<file path="src/rtl/gate_selftest_seq_if.sv">
// Bundle between the gate self-test engine and its environment: run control, gate results, verdict.
// The failure-log signals exist only when GATE_SELFTEST_FAILLOG_EN is defined.
interface gate_selftest_seq_if #(
   parameter int CNT_W = 4
);
   logic             start;
   logic [7:0]       res;
   logic             a;
   logic             b;
   logic             busy;
   logic             done;
   logic             pass;
   logic [CNT_W-1:0] err_cnt;
`ifdef GATE_SELFTEST_FAILLOG_EN
   logic [1:0]       first_fail_vec;
   logic [7:0]       first_fail_mask;

   modport master (
      output start, res,
      input  a, b, busy, done, pass, err_cnt, first_fail_vec, first_fail_mask
   );
   modport slave (
      input  start, res,
      output a, b, busy, done, pass, err_cnt, first_fail_vec, first_fail_mask
   );
`else
   modport master (
      output start, res,
      input  a, b, busy, done, pass, err_cnt
   );
   modport slave (
      input  start, res,
      output a, b, busy, done, pass, err_cnt
   );
`endif
endinterface

</file>
<file path="src/rtl/gate_selftest_seq.sv">
// Self-test sequencer for the 2-input gate block; optional first-failure log under GATE_SELFTEST_FAILLOG_EN.
// Run takes LOOPS*4*(SETTLE_CYCLES+1)+1 cycles from start to done; start is ignored while busy.
module gate_selftest_seq #(
   parameter int SETTLE_CYCLES = 2,
   parameter int LOOPS         = 1,
   parameter int CNT_W         = 4
) (
   input logic          clk,
   input logic          rst_n,
   gate_selftest_seq_if.slave st
);
   typedef enum logic [1:0] {IDLE, DRIVE, SAMPLE, DONE} state_t;

   localparam logic [3:0]       SETTLE_LAST = 4'(SETTLE_CYCLES - 1);
   localparam logic [3:0]       LOOP_LAST   = 4'(LOOPS - 1);
   localparam logic [CNT_W-1:0] CNT_MAX     = '1;

   state_t           state, state_nx;
   logic [1:0]       idx, idx_nx;
   logic [3:0]       loop_cnt, loop_nx;
   logic [3:0]       settle, settle_nx;
   logic [CNT_W-1:0] err, err_nx;
   logic [7:0]       exp_res;
   logic             mism;
`ifdef GATE_SELFTEST_FAILLOG_EN
   logic [1:0]       ffv, ffv_nx;
   logic [7:0]       ffm, ffm_nx;
`endif

   // Golden truth table, bit order {xnor,nor,nand,xor,or,and,notb,nota}
   always_comb begin
      exp_res = 8'hE3;
      case (idx)
         2'd0: exp_res = 8'hE3;
         2'd1: exp_res = 8'h39;
         2'd2: exp_res = 8'h3A;
         2'd3: exp_res = 8'h8C;
         default: exp_res = 8'hE3;
      endcase
   end

   assign mism = (st.res != exp_res);

   always_comb begin
      state_nx  = state;
      idx_nx    = idx;
      loop_nx   = loop_cnt;
      settle_nx = settle;
      err_nx    = err;
`ifdef GATE_SELFTEST_FAILLOG_EN
      ffv_nx    = ffv;
      ffm_nx    = ffm;
`endif
      case (state)
         IDLE, DONE: begin
            if (st.start) begin
               state_nx  = DRIVE;
               idx_nx    = 2'd0;
               loop_nx   = 4'd0;
               settle_nx = 4'd0;
               err_nx    = '0;
`ifdef GATE_SELFTEST_FAILLOG_EN
               ffv_nx    = 2'd0;
               ffm_nx    = 8'd0;
`endif
            end
         end
         DRIVE: begin
            if (settle == SETTLE_LAST) begin
               state_nx  = SAMPLE;
               settle_nx = 4'd0;
            end else begin
               settle_nx = settle + 4'd1;
            end
         end
         SAMPLE: begin
            if (mism) begin
               if (err != CNT_MAX) err_nx = err + CNT_W'(1);
`ifdef GATE_SELFTEST_FAILLOG_EN
               // err still zero means this is the first mismatch of the run
               if (err == '0) begin
                  ffv_nx = idx;
                  ffm_nx = exp_res ^ st.res;
               end
`endif
            end
            if (idx != 2'd3) begin
               idx_nx   = idx + 2'd1;
               state_nx = DRIVE;
            end else if (loop_cnt != LOOP_LAST) begin
               idx_nx   = 2'd0;
               loop_nx  = loop_cnt + 4'd1;
               state_nx = DRIVE;
            end else begin
               state_nx = DONE;
            end
         end
         default: state_nx = IDLE;
      endcase
   end

   always_ff @(posedge clk or negedge rst_n) begin
      if (!rst_n) begin
         state    <= IDLE;
         idx      <= 2'd0;
         loop_cnt <= 4'd0;
         settle   <= 4'd0;
         err      <= '0;
`ifdef GATE_SELFTEST_FAILLOG_EN
         ffv      <= 2'd0;
         ffm      <= 8'd0;
`endif
      end else begin
         state    <= state_nx;
         idx      <= idx_nx;
         loop_cnt <= loop_nx;
         settle   <= settle_nx;
         err      <= err_nx;
`ifdef GATE_SELFTEST_FAILLOG_EN
         ffv      <= ffv_nx;
         ffm      <= ffm_nx;
`endif
      end
   end

   // The index register is the stimulus; it only moves on edges entering DRIVE
   assign st.a       = idx[1];
   assign st.b       = idx[0];
   assign st.busy    = (state == DRIVE) || (state == SAMPLE);
   assign st.done    = (state == DONE);
   assign st.pass    = (state == DONE) && (err == '0);
   assign st.err_cnt = err;
`ifdef GATE_SELFTEST_FAILLOG_EN
   assign st.first_fail_vec  = ffv;
   assign st.first_fail_mask = ffm;
`endif
endmodule

</file>
<file path="src/flat_wrapper.sv">
// flat-port wrapper written by rule: the top's interface ports become plain ports
module gate_selftest_seq_flat 
#(
   parameter int SETTLE_CYCLES = 2,
   parameter int LOOPS         = 1,
   parameter int CNT_W         = 4
)
  (clk, rst_n, st_start, st_res, st_a, st_b, st_busy, st_done, st_pass, st_err_cnt);
  gate_selftest_seq_if #(.CNT_W(CNT_W)) st_i ();
  input logic clk;
  input logic rst_n;
  input wire logic [$bits(st_i.start)-1:0] st_start;
  input wire logic [$bits(st_i.res)-1:0] st_res;
  output wire logic [$bits(st_i.a)-1:0] st_a;
  output wire logic [$bits(st_i.b)-1:0] st_b;
  output wire logic [$bits(st_i.busy)-1:0] st_busy;
  output wire logic [$bits(st_i.done)-1:0] st_done;
  output wire logic [$bits(st_i.pass)-1:0] st_pass;
  output wire logic [$bits(st_i.err_cnt)-1:0] st_err_cnt;
  assign st_i.start = st_start;
  assign st_i.res = st_res;
  assign st_a = st_i.a;
  assign st_b = st_i.b;
  assign st_busy = st_i.busy;
  assign st_done = st_i.done;
  assign st_pass = st_i.pass;
  assign st_err_cnt = st_i.err_cnt;
  gate_selftest_seq #(.SETTLE_CYCLES(SETTLE_CYCLES), .LOOPS(LOOPS), .CNT_W(CNT_W)) u_core (.clk(clk), .rst_n(rst_n), .st(st_i));
endmodule
</file>
<file path="config.mk">
export PLATFORM = sky130hd
export DESIGN_NAME = gate_selftest_seq_flat
export DESIGN_NICKNAME = d
export VERILOG_FILES = /design/src/rtl/gate_selftest_seq_if.sv /design/src/rtl/gate_selftest_seq.sv /design/src/flat_wrapper.sv
export SDC_FILE = /design/constraint.sdc
export NUM_CORES = 1
export LEC_CHECK = 0
export ABC_CLOCK_PERIOD_IN_PS = 4550
export BUFFER_PORTS_ARGS = -buffer_cell sky130_fd_sc_hd__buf_2
export CORE_MARGIN = 3
export CORE_UTILIZATION = 59
export DETAILED_ROUTE_END_ITERATION = 6
export GPL_TIMING_DRIVEN = 0
export PLACE_DENSITY = 0.83
export SYNTH_ARGS = -nofsm -noshare
export SYNTH_HDL_FRONTEND = slang
export SYNTH_SLANG_ARGS = --single-unit
</file>
<file path="constraint.sdc">
create_clock -name clk -period 4.55 [get_ports clk]
set_clock_uncertainty 0.05 [all_clocks]
set_input_delay 1.365 -clock clk [delete_from_list [all_inputs] [get_ports clk]]
set_output_delay 1.365 -clock clk [all_outputs]
set_load 0.02 [all_outputs]
</file>
==> results.sh, run 1 <==
export IMPL_finalCriticalPeriod_ns=2.829
export IMPL_rsz0062_at_grt="false"
export IMPL_total_power_uw=689.8
export IMPL_crit_family="flip-flops"
export IMPL_reg2reg_from="u_core.state[0]"
export IMPL_ios=20
export IMPL_io_buffers=19
export IMPL_critPathLaunch="u_core.state[0]"
export IMPL_critPathKind="flop to output pin"
export IMPL_cts_setup_buffers=0
export IMPL_required_ns=3.13
export IMPL_cts_path_max_buffers=2
export IMPL_drc=0
export IMPL_fmax_ghz=0.3535
export IMPL_clkSinkCount=16
export IMPL_end_kind="output pin"
export IMPL_overflow=0
export IMPL_grt_pass1_wl_um=4243
export IMPL_ctsRootBufferMaster="clkbuf_4"
export IMPL_r2r_end="u_core.loop_cnt[0]"
export IMPL_rr_worst_depth=7
export IMPL_reg2reg_slack_ns=2.48
export IMPL_crit_path_end="st_busy"
export IMPL_cts_buffers=3
export IMPL_hold_viol_final=0
export IMPL_final_cell_mix="buf_2 (20), dfrtp_1 (16), ha_1 (15), inv_1 (14), o21ai_0 (13)"
export IMPL_crit_fanout=6
export IMPL_path_cells="inv_1, ha_1, inv_1, buf_2"
export IMPL_antenna_found_initial=0
export IMPL_grt_util_all_layers_pct=21.55
export IMPL_syn_area_um2=1175
export IMPL_num_vias=989
export IMPL_place_gp_congestion=0.8665
export IMPL_synth_main_ff_cell="dfrtp_1"
export IMPL_peakVddDrop_mv=0.3707
export IMPL_synthArstFlopShare_pct=100.0
export IMPL_path_common_cell="inv_1"
export IMPL_area_delta_synth_final_pct=13.84
export IMPL_yosysUniqueCellTypes=40
export IMPL_dp_hpwl_um=1910
export IMPL_synthCells=128
export IMPL_cts_hold_buf=0
export IMPL_drt_vias_per_instance=5.619
export IMPL_drt_iter0_drc=22
export IMPL_worst_pin_slew_ns=0.6576
export IMPL_ys_seq_area_share_pct=34.08
export IMPL_ant_nets=0
export IMPL_fin_crit_sh_pct=62.17
export IMPL_maxCapViolations=0
export IMPL_dieWidth_um=50.63
export IMPL_cts_resized=0
export IMPL_arrival_ns=1.41
export IMPL_htree_levels=1
export IMPL_timing_slew_headroom_pct=55.70
export IMPL_syn_nets=154
export IMPL_clkLatencyLatePin_ns=0.29
export IMPL_final_nets=178
export IMPL_synth_edf_count=0
export IMPL_critical_path_slowest_cell="dfrtp_1"
export IMPL_worst_path_buf_inv=3
export IMPL_yosysWarnings=0
export IMPL_status="complete, no violations"
export IMPL_rows=15
export IMPL_power_density_nw_per_um2=515.8
export IMPL_leakagePower_nw=0.6725
export IMPL_final_max_slew_viol_count=0
export IMPL_hp_class="flop to flop"
export IMPL_cts_tree="done"
export IMPL_setup_tns_ns=0
export IMPL_dieArea_um2=2563
export IMPL_path_depth=4
export IMPL_grt_max_degree=17
export IMPL_die_y_um=50.63
export IMPL_startpoint_type="flop"
export IMPL_wl_um=2361
export IMPL_first_global_vias=1002
export IMPL_wl_per_cell_um=13.41
export IMPL_final_common_cell="buf_2"
export IMPL_firstDrtPassIters=6
export IMPL_core_area_um2=1802
export IMPL_whs_ns=0.4601
export IMPL_clk_pin_slew_ns=0.09
export IMPL_drive_gt1_share_pct=21.85
export IMPL_setup_violations=0
export IMPL_diodes=0
export IMPL_synth_area_per_cell_um2=9.179
export IMPL_ys_ff_latch=16
export IMPL_start_util_pct=65.21
export IMPL_max_stage_delay_ns=0.44
[cell families (layout without fill, tap and decap cells)]
kind of cell               Yosys count  count (layout)  share of synthesized area, %
AOI/OAI and AO/OA                   33              33                         19.81
xor gates and xnor gates             4               4                         2.982
adders and majority gates           15              15                         15.97
buffers and inverters               15              38                         4.898
DFF                                 16              16                         34.08
muxes                                1               1                        0.8520
and+or+nand+nor                     44              44                         21.41
[per-stage QoR]
step	worst slack [ns]	instances	area, um2	util [%]
after global routing	1.558	176	1338	74.24
after CTS	1.716	176	1338	74.24
after global placement	1.785	172	1301	72.22
after floorplan	1.706	128	1175	-
after detailed placement	1.739	172	1301	72.22
final	1.721	176	1338	74.24
[worst min path at each step]
stage | to | start | cells after the start
global placement | u_core.settle[2] | u_core.settle[2] | 1
detailed placement | u_core.settle[2] | u_core.settle[2] | 1
finish | u_core.settle[2] | u_core.settle[2] | 1
floorplan | u_core.settle[2] | u_core.settle[2] | 1
global route | u_core.settle[2] | u_core.settle[2] | 1
CTS | u_core.settle[2] | u_core.settle[2] | 1
[worst reg2reg max path, cell delays in order, from the launching register on]
cell     delay [ns]
dfrtp_1        0.44
inv_1          0.07
ha_1           0.37
and2b_2        0.26
a21oi_1        0.39
nand2_1        0.18
nor3_1         0.17
a21o_1         0.10
[sequential cells by signal, indices dropped and copies added (netlist names)]
signal / flops
u_core.idx: 2
u_core.st.err_cnt: 4
u_core.loop_cnt: 4
u_core.state: 2
u_core.settle: 4
[final cells by class]
type / count / area [um2]
Timing Repair Buffer: 19 / 95.09
Inverter: 14 / 52.55
Tap cell: 25 / 31.28
Clock buffer: 4 / 36.28
Multi-Input combinational cell: 97 / 716.9
Fill cell: 154 / 464.2
Buffer: 1 / 5.005
Sequential cell: 16 / 400.4
[Yosys cell counts (2+ instances only)]
library cell	count	area [um2]
ha_1	15	187.7
o21ai_0	13	65.06
xor2_1	3	26.28
inv_1	14	52.55
nand3b_1	3	22.52
nand2_1	11	41.29
nor2_1	6	22.52
dfrtp_1	16	400.4
a21o_1	2	15.01
nand3_1	6	30.03
nor3_1	3	15.01
a31oi_1	2	12.51
o22ai_1	2	12.51
nand4_1	2	12.51
a21oi_1	4	20.02
o31ai_1	2	15.01
[routing by layer]
layer	GRT usage [%]	up-vias	wire length (um)
met2	40.65	25	1204
met5	0	-	0
met3	4.451	2	73
li1	-	502	-
met4	4.484	0	13
met1	24.68	460	1070
[where the power goes]
group	total, mW	switching (mW)	internal [mW]
sequential	0.214	0.0403	0.174
combinational	0.382	0.241	0.142
clock	0.0934	0.0447	0.0487
total	0.690	0.326	0.364
No activity file was read; power rests on OpenSTA's default activity.
==> run 2, diff against run 1 <==
- ABC_CLOCK_PERIOD_IN_PS: 4550 -> 2500
- CORE_UTILIZATION: 59 -> 50
- PLACE_DENSITY: 0.83 -> 0.75
- clock period: 4.55 -> 2.5 ns (I/O delays scaled with it)
==> run 2 against run 1 <==
Compared with the run above:
- critical path depth unchanged
- worst setup slack got worse by 1.4 ns
- via count decreased by 1.2%
- non-clock buffer count unchanged
- wire length decreased by 1.5%
- flip-flop and latch count unchanged
- register-to-register slack got worse by 2.1 ns
- worst hold slack got worse by 0.15 ns
- sequential power increased by 79%
- first-iteration DRC count decreased by 50%
- clock-buffer cell count decreased by 1
- critical endpoint is now st_pass
==> results.sh, run 2 (synthesis results as in run 1) <==
export IMPL_wl_um=2325
export IMPL_grt_util_all_layers_pct=17.33
export IMPL_drc=0
export IMPL_cts_hold_buf=0
export IMPL_cts_buffers=3
export IMPL_cts_setup_buffers=0
export IMPL_arrival_ns=1.39
export IMPL_setup_violations=0
export IMPL_required_ns=1.70
export IMPL_final_common_cell="buf_2"
export IMPL_grt_pass1_wl_um=3746
export IMPL_cts_tree="done"
export IMPL_leakagePower_nw=0.6653
export IMPL_ctsRootBufferMaster="clkbuf_4"
export IMPL_htree_levels=1
export IMPL_crit_fanout=7
export IMPL_area_delta_synth_final_pct=12.89
export IMPL_diodes=0
export IMPL_rsz0062_at_grt="false"
export IMPL_startpoint_type="flop"
export IMPL_place_gp_congestion=0.7985
export IMPL_final_max_slew_viol_count=0
export IMPL_clkSinkCount=16
export IMPL_dieWidth_um=54.48
export IMPL_end_kind="output pin"
export IMPL_r2r_end="u_core.st.err_cnt[1]"
export IMPL_rows=16
export IMPL_setup_tns_ns=0
export IMPL_critPathKind="flop to output pin"
export IMPL_place_ws_ns=0.2979
export IMPL_ios=20
export IMPL_fmax_ghz=0.4562
export IMPL_dieArea_um2=2968
export IMPL_reg2reg_from="u_core.idx[0]"
export IMPL_cts_path_max_buffers=2
export IMPL_drt_vias_per_instance=5.520
export IMPL_status="complete, no violations"
export IMPL_layout_cells_non_filler=177
export IMPL_antenna_found_initial=0
export IMPL_hp_class="input port to async pin"
export IMPL_core_area_um2=2082
export IMPL_clk_pin_slew_ns=0.10
export IMPL_finalCriticalPeriod_ns=2.192
export IMPL_power_density_nw_per_um2=918.6
export IMPL_worst_pin_slew_ns=0.5858
export IMPL_final_cell_mix="buf_2 (20), dfrtp_1 (16), ha_1 (15), inv_1 (14), o21ai_0 (13)"
export IMPL_die_y_um=54.48
export IMPL_rr_worst_depth=7
export IMPL_dp_hpwl_um=1798
export IMPL_fillers=182
export IMPL_wl_per_cell_um=13.14
export IMPL_first_global_vias=888
export IMPL_fin_crit_sh_pct=87.69
export IMPL_timing_slew_headroom_pct=60.54
export IMPL_setup_ws_ns=0.3078
export IMPL_peakVddDrop_mv=0.6379
export IMPL_num_vias=977
export IMPL_io_buffers=19
export IMPL_reg2reg_slack_ns=0.40
export IMPL_start_util_pct=56.43
export IMPL_final_nets=178
export IMPL_drive_gt1_share_pct=21.33
export IMPL_cts_resized=0
export IMPL_overflow=0
export IMPL_dpl_cell_count=174
export IMPL_grt_max_degree=17
export IMPL_clkLatencyLatePin_ns=0.29
export IMPL_ant_nets=0
export IMPL_drt_iter0_drc=11
export IMPL_firstDrtPassIters=5
export IMPL_maxCapViolations=0
export IMPL_hold_viol_final=0
-- run 2: changes by cell type in the layout (fill, tap and decap cells not counted) --
cell / change
clkbuf_8: -1
-- run 2: stage by stage --
stage / instance area [um2] / hold WS [ns] / utilization, % / power, mW
2_1_floorplan: 1175 / 0.4044 / - / 0.8978
3_3_place_gp: 1304 / 0.4588 / 62.62 / 1.055
3_5_place_dp: 1304 / 0.4667 / 62.62 / 1.086
4_1_cts: 1326 / 0.3204 / 63.70 / 1.232
5_1_grt: 1326 / 0.3229 / 63.70 / 1.326
6_report: 1326 / 0.3101 / 63.70 / 1.218
-- run 2: final cells by class --
type,count,area (um2),share of cell area [%]
timing repair buffer,19,95.09,7.170
tap,27,33.78,2.547
inverter,14,52.55,3.962
sequential,16,400.4,30.19
multi-input combinational,97,716.9,54.06
clock buffer,3,22.52,1.698
buffer,1,5.005,0.3774
-- run 2: layer usage --
| metal | vias up | track usage, % | wire, um |
|---|---|---|---|
| li1 | 494 | - | - |
| met1 | 459 | 20.51 | 1116 |
| met2 | 24 | 30.88 | 1111 |
| met3 | 0 | 5.722 | 97 |
| met4 | 0 | 2.490 | 0 |
| met5 | - | 0 | 0 |
-- run 2: worst max-delay path by stage --
stage	startpoint	endpoint	slack, ns	depth (start not counted)
after detailed placement	st_res[5]	u_core.st.err_cnt[1]	0.30	6
final	u_core.st.err_cnt[0]	st_pass	0.31	4
after CTS	u_core.state[0]	st_busy	0.28	4
after global routing	u_core.state[0]	st_busy	0.22	4
after global placement	st_res[5]	u_core.st.err_cnt[1]	0.34	6
after floorplan	u_core.state[0]	st_pass	0.27	2
-- run 2: critical path, cell delays in order (launching register included) --
cell and delay, ns:
dfrtp_1 0.46, inv_1 0.09, ha_1 0.14, nor4bb_1 0.20, buf_2 0.21
-- run 2: report_power, final --
group / leakage (nW) / switching [mW] / internal, mW / total [mW]
registers: 0.217 / 0.0679 / 0.317 / 0.384
clock network: 0.0138 / 0.0796 / 0.0559 / 0.135
logic: 0.434 / 0.439 / 0.259 / 0.698
